[config.mk]
export PLATFORM = sky130hd
export DESIGN_NAME = baud_gen_flat
export DESIGN_NICKNAME = d
export VERILOG_FILES = /design/src/rtl/baud_gen_if.sv /design/src/rtl/baud_gen.sv /design/src/flat_wrapper.sv
export SDC_FILE = /design/constraint.sdc
export NUM_CORES = 1
export LEC_CHECK = 0
export BUFFER_PORTS_ARGS = -buffer_cell sky130_fd_sc_hd__buf_4
export CAP_MARGIN = 25
export CORE_ASPECT_RATIO = 2
export CORE_UTILIZATION = 38
export DETAILED_ROUTE_END_ITERATION = 7
export GPL_ROUTABILITY_DRIVEN = 0
export GPL_TIMING_DRIVEN = 0
export HOLD_SLACK_MARGIN = 0.12
export PLACE_DENSITY = 0.56
export SLEW_MARGIN = 20
export SYNTH_ARGS = -nofsm -noshare
export SYNTH_HDL_FRONTEND = slang
export SYNTH_SLANG_ARGS = --single-unit
export TNS_END_PERCENT = 5
[constraint.sdc]
create_clock -name clk -period 5.2 [get_ports clk]
set_clock_uncertainty 0.1 [all_clocks]
set_input_delay 0.52 -clock clk [delete_from_list [all_inputs] [get_ports clk]]
set_output_delay 0.52 -clock clk [all_outputs]
set_load 0.02 [all_outputs]
[src/rtl/baud_gen_if.sv]
// Control and strobe bundle between baud_gen and the UART TX/RX logic.
// Signal semantics: there is no valid/ready pair on this bundle. cfg_load is
// a single-cycle strobe that is always accepted on the clock edge that samples
// it (the generator never back-pressures); div_int/div_frac only need to be
// stable in that cycle. sync is a single-cycle phase-restart strobe. tick,
// bit_tick and mid_tick are single-cycle registered strobes; b_clk is a level.
interface baud_gen_if #(
  parameter int DIV_W  = 16,
  parameter int FRAC_W = 4
);
  logic              en;
  logic              cfg_load;
  logic [DIV_W-1:0]  div_int;
  logic [FRAC_W-1:0] div_frac;
  logic              sync;
  logic              tick;
  logic              bit_tick;
  logic              mid_tick;
  logic              b_clk;

  // Controller side (UART core / testbench).
  modport master (
    output en, cfg_load, div_int, div_frac, sync,
    input  tick, bit_tick, mid_tick, b_clk
  );

  // Generator side.
  modport slave (
    input  en, cfg_load, div_int, div_frac, sync,
    output tick, bit_tick, mid_tick, b_clk
  );
endinterface

[src/rtl/baud_gen.sv]
// Baud-rate / oversampling tick generator. A period counter with an
// integer-plus-fractional divisor produces the oversample tick; a sub-counter
// over OVERSAMPLE ticks derives the bit strobe, mid-bit strobe and a baud-rate
// square wave. sync restarts the bit phase (receiver start-bit alignment).
module baud_gen #(
  parameter int OVERSAMPLE   = 16,
  parameter int DIV_W        = 16,
  parameter int FRAC_W       = 4,
  parameter int DEFAULT_DIV  = 54,
  parameter int DEFAULT_FRAC = 4
) (
  input  logic       clk,
  input  logic       rst,
  baud_gen_if.slave  bus
);

  localparam int SUB_W = $clog2(OVERSAMPLE);
  // One extra bit so D + carry never overflows the period arithmetic.
  localparam int CNT_W = DIV_W + 1;

  localparam logic [SUB_W-1:0] SUB_LAST = SUB_W'(OVERSAMPLE - 1);
  localparam logic [SUB_W-1:0] SUB_MID  = SUB_W'(OVERSAMPLE / 2 - 1);

  // Active divisor (shadow registers) and pending configuration.
  logic [DIV_W-1:0]  div_q,      div_d;
  logic [FRAC_W-1:0] frac_q,     frac_d;
  logic [DIV_W-1:0]  pend_div_q, pend_div_d;
  logic [FRAC_W-1:0] pend_frac_q, pend_frac_d;
  logic              pend_q,     pend_d;

  // Period counter, fractional accumulator and the carry that stretches the
  // current period by one clock.
  logic [CNT_W-1:0]  cnt_q,   cnt_d;
  logic [FRAC_W-1:0] acc_q,   acc_d;
  logic              carry_q, carry_d;

  // Bit-phase sub-counter and registered outputs.
  logic [SUB_W-1:0]  sub_q,      sub_d;
  logic              tick_q,     tick_d;
  logic              bit_tick_q, bit_tick_d;
  logic              mid_tick_q, mid_tick_d;
  logic              b_clk_q,    b_clk_d;

  // Period arithmetic.
  logic [CNT_W-1:0]  div_ext;
  logic [CNT_W-1:0]  d_eff;
  logic [CNT_W-1:0]  last_cnt;
  logic              at_end;
  logic              wrap;
  logic              apply_cfg;
  logic [DIV_W-1:0]  src_div;
  logic [FRAC_W-1:0] src_frac;
  logic [FRAC_W:0]   acc_sum;

  // Divisors 0 and 1 are clamped to 2 so tick never becomes a constant level.
  assign div_ext  = {1'b0, div_q};
  assign d_eff    = (div_q < DIV_W'(2)) ? CNT_W'(2) : div_ext;
  assign last_cnt = d_eff + {{DIV_W{1'b0}}, carry_q} - CNT_W'(1);
  // >= rather than == so a divisor shrunk while paused cannot strand cnt.
  assign at_end   = (cnt_q >= last_cnt);
  assign wrap     = bus.en & ~bus.sync & at_end;

  // A same-cycle cfg_load wins over an older pending value, so the newest
  // configuration is the one applied at a boundary.
  assign src_div   = bus.cfg_load ? bus.div_int  : pend_div_q;
  assign src_frac  = bus.cfg_load ? bus.div_frac : pend_frac_q;
  // Apply only at a period boundary so no period is truncated; while paused
  // there is no period in flight, so apply on the next clock.
  assign apply_cfg = (bus.cfg_load | pend_q) & (~bus.en | wrap);

  // Fractional accumulate for the period that starts at this boundary uses
  // the divisor that will govern it (possibly the one being applied now).
  assign acc_sum = {1'b0, acc_q} + {1'b0, (apply_cfg ? src_frac : frac_q)};

  // Configuration path: shadow registers and pending capture.
  always_comb begin
    div_d       = div_q;
    frac_d      = frac_q;
    pend_div_d  = pend_div_q;
    pend_frac_d = pend_frac_q;
    pend_d      = pend_q;
    if (apply_cfg) begin
      div_d  = src_div;
      frac_d = src_frac;
      pend_d = 1'b0;
    end else if (bus.cfg_load) begin
      pend_div_d  = bus.div_int;
      pend_frac_d = bus.div_frac;
      pend_d      = 1'b1;
    end
  end

  // Counting path: sync first, then pause, then normal counting.
  always_comb begin
    cnt_d      = cnt_q;
    acc_d      = acc_q;
    carry_d    = carry_q;
    sub_d      = sub_q;
    tick_d     = 1'b0;
    bit_tick_d = 1'b0;
    mid_tick_d = 1'b0;
    if (bus.sync) begin
      // Phase restart: the next period is exactly D with no fractional carry.
      cnt_d   = '0;
      acc_d   = '0;
      carry_d = 1'b0;
      sub_d   = '0;
    end else if (bus.en) begin
      if (wrap) begin
        cnt_d      = '0;
        acc_d      = acc_sum[FRAC_W-1:0];
        carry_d    = acc_sum[FRAC_W];
        sub_d      = sub_q + SUB_W'(1);
        tick_d     = 1'b1;
        bit_tick_d = (sub_q == SUB_LAST);
        mid_tick_d = (sub_q == SUB_MID);
      end else begin
        cnt_d = cnt_q + CNT_W'(1);
      end
    end
    // OVERSAMPLE is a power of two, so sub >= OVERSAMPLE/2 is just the MSB.
    // sub only moves with en or sync, so b_clk freezes while paused.
    b_clk_d = sub_d[SUB_W-1];
  end

  // State registers; reset discards any pending configuration.
  always_ff @(posedge clk or negedge rst) begin
    if (!rst) begin
      div_q       <= DIV_W'(DEFAULT_DIV);
      frac_q      <= FRAC_W'(DEFAULT_FRAC);
      pend_div_q  <= '0;
      pend_frac_q <= '0;
      pend_q      <= 1'b0;
      cnt_q       <= '0;
      acc_q       <= '0;
      carry_q     <= 1'b0;
      sub_q       <= '0;
      tick_q      <= 1'b0;
      bit_tick_q  <= 1'b0;
      mid_tick_q  <= 1'b0;
      b_clk_q     <= 1'b0;
    end else begin
      div_q       <= div_d;
      frac_q      <= frac_d;
      pend_div_q  <= pend_div_d;
      pend_frac_q <= pend_frac_d;
      pend_q      <= pend_d;
      cnt_q       <= cnt_d;
      acc_q       <= acc_d;
      carry_q     <= carry_d;
      sub_q       <= sub_d;
      tick_q      <= tick_d;
      bit_tick_q  <= bit_tick_d;
      mid_tick_q  <= mid_tick_d;
      b_clk_q     <= b_clk_d;
    end
  end

  assign bus.tick     = tick_q;
  assign bus.bit_tick = bit_tick_q;
  assign bus.mid_tick = mid_tick_q;
  assign bus.b_clk    = b_clk_q;

endmodule

[src/flat_wrapper.sv]
// flat-port wrapper written by rule: the top's interface ports become plain ports
module baud_gen_flat 
#(
  parameter int OVERSAMPLE   = 16,
  parameter int DIV_W        = 16,
  parameter int FRAC_W       = 4,
  parameter int DEFAULT_DIV  = 54,
  parameter int DEFAULT_FRAC = 4
)
  (clk, rst, bus_en, bus_cfg_load, bus_div_int, bus_div_frac, bus_sync, bus_tick, bus_bit_tick, bus_mid_tick, bus_b_clk);
  baud_gen_if #(.DIV_W(DIV_W), .FRAC_W(FRAC_W)) bus_i ();
  input  logic clk;
  input  logic rst;
  input wire logic [$bits(bus_i.en)-1:0] bus_en;
  input wire logic [$bits(bus_i.cfg_load)-1:0] bus_cfg_load;
  input wire logic [$bits(bus_i.div_int)-1:0] bus_div_int;
  input wire logic [$bits(bus_i.div_frac)-1:0] bus_div_frac;
  input wire logic [$bits(bus_i.sync)-1:0] bus_sync;
  output wire logic [$bits(bus_i.tick)-1:0] bus_tick;
  output wire logic [$bits(bus_i.bit_tick)-1:0] bus_bit_tick;
  output wire logic [$bits(bus_i.mid_tick)-1:0] bus_mid_tick;
  output wire logic [$bits(bus_i.b_clk)-1:0] bus_b_clk;
  assign bus_i.en = bus_en;
  assign bus_i.cfg_load = bus_cfg_load;
  assign bus_i.div_int = bus_div_int;
  assign bus_i.div_frac = bus_div_frac;
  assign bus_i.sync = bus_sync;
  assign bus_tick = bus_i.tick;
  assign bus_bit_tick = bus_i.bit_tick;
  assign bus_mid_tick = bus_i.mid_tick;
  assign bus_b_clk = bus_i.b_clk;
  baud_gen #(.OVERSAMPLE(OVERSAMPLE), .DIV_W(DIV_W), .FRAC_W(FRAC_W), .DEFAULT_DIV(DEFAULT_DIV), .DEFAULT_FRAC(DEFAULT_FRAC)) u_core (.clk(clk), .rst(rst), .bus(bus_i));
endmodule
### Yosys cells after proc, flatten, opt, wreduce, memory -nomap -nowiden

Index checks and enable logic that the tools add are counted.

* register bits after elaboration: 70
* input port bits: 25
* output and inout bits: 4

* add/sub/neg operators: 5
* magnitude comparators: 2
* equality and inequality tests: 2
* mux-type cells: 27
* bitwise gates (word level): 7
* reduce and logical (&&, ||, !) cells: 4

Operator list (count)
* 17-bit two-way mux: 3
* 16-bit two-way mux: 2
* 4-bit two-way mux: 8
* 17-bit by 1-bit adder with 17-bit output: 1
* 17-bit by 1-bit adder with 17-bit output (second input constant): 1
* 17-bit greater-or-equal comparator: 1
* 17-bit by 1-bit subtractor with 17-bit output (second input constant): 1
* 16-bit by 2-bit less-than comparator with 1-bit output (second input constant): 1
* 1-bit two-way mux: 14
* 2-bit nonzero test: 3
* 4-bit by 4-bit adder with 5-bit output: 1
* 4-bit by 1-bit adder with 4-bit output (second input constant): 1
* 4-bit by 3-bit equality test with 1-bit output (second input constant): 1
* 4-bit equality test (second input constant): 1
* 1-bit AND: 3
* 1-bit NOT: 2
* 1-bit bitwise OR: 2
* 2-bit AND reduction: 1

### Logic depth before layout (Yosys ltp)

* depth after elaboration: 13
* mapped depth: 24
* gate-level depth less buffers: 22

### Worst setup path before layout

Ideal clock, no wire load.

* path type: reg-to-reg
* from: reg u_core.div_q[3]
* to: reg u_core.carry_q
* data arrival time: 5.172 ns
* required time: 4.963 ns
* slack: -0.209 ns
* stages on the path, launching flop included: 24
* buffers on the path: 2
* period minus slack after synthesis: 5.409 ns
* cell sequence: dfrtp_1 -> or3_1 -> nor4_4 -> nand3_1 -> o21ai_0 -> ha_1 -> ha_1 -> nand2_1 -> or3_1 -> xor2_1 -> ha_1 -> nand4_1 -> nor4b_2 -> o21bai_1 -> and3_1 -> buf_6 -> a21o_1 -> buf_6 -> mux2_4 -> ha_1 -> fa_1 -> a21o_1 -> a21oi_1 -> a211oi_1

* longest elaborated chain between the ends: 13
* elaborated cells on any way between the ends: 15
* those cells by class: add/sub (3); order compare (2); mux (5); bitwise (3); reduce/logical (2)

RTL lines
* start, declared: RTL line baud_gen.sv:25 `logic [DIV_W-1:0] div_q, div_d;`
* start signal, assigned: RTL line baud_gen.sv:129 `div_q <= DIV_W'(DEFAULT_DIV);`
* start signal, assigned: RTL line baud_gen.sv:143 `div_q <= div_d;`
* 16-bit by 2-bit less-than comparator with 1-bit output: RTL line baud_gen.sv:57 `assign d_eff = (div_q < DIV_W'(2)) ? CNT_W'(2) : div_ext;`
* 16-bit two-way mux (*): RTL line baud_gen.sv:57
* 17-bit by 1-bit adder with 17-bit output (*): RTL line baud_gen.sv:58 `assign last_cnt = d_eff + {{DIV_W{1'b0}}, carry_q} - CNT_W'(1);`
* 17-bit by 1-bit subtractor with 17-bit output (*): RTL line baud_gen.sv:58
* 17-bit greater-or-equal comparator (*): RTL line baud_gen.sv:60 `assign at_end = (cnt_q >= last_cnt);`
* 1-bit AND (*): RTL line baud_gen.sv:61 `assign wrap = bus.en & ~bus.sync & at_end;`
* 1-bit bitwise OR: RTL line baud_gen.sv:69 `assign apply_cfg = (bus.cfg_load | pend_q) & (~bus.en | wrap);`
* 1-bit AND: RTL line baud_gen.sv:69
* 4-bit two-way mux: RTL line baud_gen.sv:73 `assign acc_sum = {1'b0, acc_q} + {1'b0, (apply_cfg ? src_frac : frac_q)};`
* 4-bit by 4-bit adder with 5-bit output: RTL line baud_gen.sv:73
* 1-bit two-way mux: RTL line baud_gen.sv:109 `if (wrap) begin`
* 1-bit two-way mux: RTL line baud_gen.sv:108 `end else if (bus.en) begin`
* 1-bit two-way mux: RTL line baud_gen.sv:102 `if (bus.sync) begin`
* end signal, assigned: RTL line baud_gen.sv:150 `carry_q <= carry_d;`
* end, declared: RTL line baud_gen.sv:35 `logic carry_q, carry_d;`

Mark *: on every way between the ends. The rest lies on a longest branch, timed or not. The select of a mux whose other input is x is not followed.
A chain may end at the register's enable or synchronous reset.

### Final worst setup path

Same ends and word-level chain as after synthesis.

==> flow_summary.toml <==
[global_routing]
grt.total_usage_pct = 18.0
grt_pass1_vias = 2995
gr-total-overflow = 0
antenna_found_initial = 0
grt_pass1_wl_um = 14900
grt_max_degree = 71

[setup_path]
critical_path_required_ns = 5.30
r2r_setup_slack_ns = 0.06
cpLargestDelayFamily = "simple AND/OR/NAND/NOR gates"
startpoint_type = "register"
crit_fanout = 4
max_stage_delay_ns = 0.40
cp_cell_sequence = "or3_4, nor4_4, nand3_2, o21ai_2, ha_2, ha_4, nand2_2, or3_1, xor2_1, ha_1, nand4_1, nor4b_4, o21bai_2, and3_4, a21o_4, mux2_4, ha_4, fa_2, a21o_1, a21oi_2, a211oi_2"
cp.arrival_ns = 5.24
crit_type = "register to register"
path_buf_inv = 0
slowest_stage = "or3_4"
cpMostUsedCell = "ha_4"
worstSetupEndpointType = "register"

[timing]
setup_viol = 0
period_minus_slack_ns = 5.14
max_slew_margin_pct = 39.6
rsz0062_at_grt = "true"
post-route-period-util_pct = 98.8
final_hold_viol_count = 0
finalHoldWorstSlack_ns = 0.200
fmax_mhz = 195
tightest_slew_ns = 0.906
maxSlewViolCount = 0

[clocking]
cts_tree = "built"
ctsLongestPathBuffers = 2
path_clk_slew_ns = 0.06
clock_latency_ns = 0.33
cts_made_buffers = 9
cts_max_level = 3
clock_sinks = 70
cts_root_buf = "clkbuf_16"

[logic_synthesis]
synthFlopType = "dfrtp_1"
ys_ff_latch = 70
netlist_area_mm2 = 0.00411
synth_nets = 394
synth-async-reset-ratio_pct = 100
yosysUniqueCellTypes = 49
synth_edf_count = 0
yosysSeqAreaShare_pct = 42.8
syn_avg_cell_area_um2 = 12.0
synthCells = 343
synth_warnings = 0

[route]
remaining_drc_errors = 0
final_antenna_net_count = 0
first_pass_iters = 4
drt-initial-drc-count = 114
wl_um = 9020
wl_per_cell_um = 16.7
vias = 2828
via_per_inst = 5.25

[power_and_ir_drop]
powerDensity_mw_per_mm2 = 336
switching_share_pct = 27.4
pwr-share-comb_pct = 22.6
p_leak_nw = 2.28
power.share.clock_pct = 36.9
p_int_w = 0.00124
ir_drop_mv = 0.227
power_frac_seq_pct = 40.5
p_switching_w = 0.000468

[die]
core_mm2 = 0.0105
rows = 53
initial_utilization_pct = 39.0
die_area_mm2 = 0.0113
io_pins = 29
die_height_um = 149
die_w_um = 75.5

[cells_and_area]
layout_common_cells = "dfrtp_1 (65), buf_4 (45), mux2_4 (40)"
drive_gt1_share_pct = 39.8
fin_nets = 448
area_delta_synth_final_pct = 23.4
layout_commonest_cell = "dfrtp_1"
utilization_pct = 48.1
fillerInstances = 929
antennaDiodeCount = 0

[status]
outcome = "finished clean"

[job]
maxCapViolCount = 0

[place]
portBuffers = 27
hpwl_um = 6460

[min_path]
hold_class = "input pin to asynchronous set/reset pin"
## stage by stage
stage / setup WS (ns) / instance area (µm²) / cells / power (W) / TNS, ns
6_report: 0.0600 / 5070 / 539 / 0.00171 / 0
5_1_grt: -0.182 / 5070 / 539 / 0.00179 / -0.375
4_1_cts: -0.0538 / 5010 / 539 / 0.00170 / -0.0678
3_5_place_dp: -0.728 / 4530 / 507 / 0.00104 / -2.76
3_3_place_gp: -0.706 / 4530 / 507 / 0.00102 / -2.63
2_1_floorplan: -0.0400 / 4160 / 343 / 0.000939 / -0.0400
## worst reg2reg max path, stage by stage, from the launching register on
cell and delay (ns):
dfrtp_1 0.37, or3_4 0.40, nor4_4 0.29, nand3_2 0.13, o21ai_2 0.16, ha_2 0.22, ha_4 0.14, nand2_2 0.05
or3_1 0.31, xor2_1 0.15, ha_1 0.31, nand4_1 0.24, nor4b_4 0.30, o21bai_2 0.13, and3_4 0.21, a21o_4 0.24
mux2_4 0.33, ha_4 0.17, fa_2 0.35, a21o_1 0.20, a21oi_2 0.14, a211oi_2 0.08
## cell families (layout without fill, tap and decap cells)
family	count (synthesis)	in the layout	synth area share (%)
compound gates	40	40	6.79
fa+ha+maj	26	26	8.10
simple gates	96	96	12.5
flops	70	70	42.8
mux	64	64	21.1
xor+xnor	29	29	6.18
buf+inv	18	77	2.59
## path summary, 6_finish.rpt
check,from,end,depth (start not counted)
setup / recovery,u_core.div_q[3]$_DFFE_PN0N_,u_core.carry_q$_DFFE_PN0P_,21
setup reg to reg,u_core.div_q[3]$_DFFE_PN0N_,u_core.carry_q$_DFFE_PN0P_,21
min in group clk,bus_div_int[13],u_core.pend_div_q[13]$_DFFE_PN0P_,2
hold reg to reg,u_core.frac_q[3]$_DFF_PN0_,u_core.frac_q[3]$_DFF_PN0_,1
hold / removal,rst,u_core.bus.mid_tick$_DFF_PN0_,1
max in group asynchronous,rst,u_core.div_q[6]$_DFFE_PN0N_,1
## power groups by stage
| stage | sequential, W | clock, W | combinational (W) |
|---|---|---|---|
| floorplan | 0.000674 | 0 | 0.000265 |
| global placement | 0.000688 | 0 | 0.000336 |
| detailed placement | 0.000693 | 0 | 0.000344 |
| CTS | 0.000681 | 0.000646 | 0.000375 |
| global route | 0.000699 | 0.000670 | 0.000422 |
| finish | 0.000691 | 0.000630 | 0.000385 |
## registers in the layout, summed over array words and instances, names as in the netlist, 4 cells and up
register / cells
u_core.acc_q: 4
u_core.cnt_q: 17
u_core.div_q: 16
u_core.frac_q: 4
u_core.pend_div_q: 16
u_core.pend_frac_q: 4
u_core.sub_q: 4
## area by class of cell
cell class / count / area, µm² / share of cell area, %
clock buffer: 11 / 253 / 4.99
inverter: 6 / 22.5 / 0.444
timing repair buffer: 45 / 338 / 6.67
buffer: 10 / 61.3 / 1.21
clock inverter: 5 / 56.3 / 1.11
sequential: 70 / 1760 / 34.7
multi-input combinational: 255 / 2410 / 47.5
tap: 137 / 171 / 3.38
## per-layer routing
metal | vias to the layer above | global-route usage [%] | share of wire [%] | routed length [µm]
met4 | 0 | 10.7 | 3.4 | 309
met2 | 56 | 29.5 | 55 | 4920
met3 | 29 | 3.85 | 2.5 | 229
met5 | - | 0 | 0 | 0
met1 | 1392 | 20.9 | 39 | 3560
li1 | 1351 | - | - | -
## Yosys cell counts (2+ instances only)
cell | n | area (µm²)
dfstp_2 | 5 | 131
buf_6 | 5 | 56.3
inv_1 | 6 | 22.5
a211oi_1 | 2 | 15.0
mux2_4 | 40 | 601
and4_1 | 3 | 26.3
a21o_1 | 5 | 37.5
clkbuf_1 | 6 | 22.5
nand3_1 | 7 | 35.0
a31oi_1 | 2 | 12.5
o21ai_0 | 8 | 40.0
xnor2_1 | 14 | 123
dfrtp_1 | 65 | 1630
nor2_1 | 30 | 113
nand2_1 | 15 | 56.3
nand4_1 | 10 | 62.6
mux2i_1 | 4 | 40.0
ha_1 | 25 | 313
a21oi_1 | 10 | 50.1
and3_1 | 6 | 37.5
xor2_1 | 15 | 131
nor3_1 | 6 | 30.0
mux2_2 | 20 | 225
nor4_1 | 4 | 25.0
nor2b_1 | 3 | 18.8
or3_1 | 4 | 25.0
## timing repair
item                       4_1_cts  5_1_grt
hold buffers                     0        0
resized for setup               11       14
setup endpoints to repair        5        4
pin swaps                       14       19
setup buffers                   16        2
Note: power is estimated with default switching activity, not from simulation.
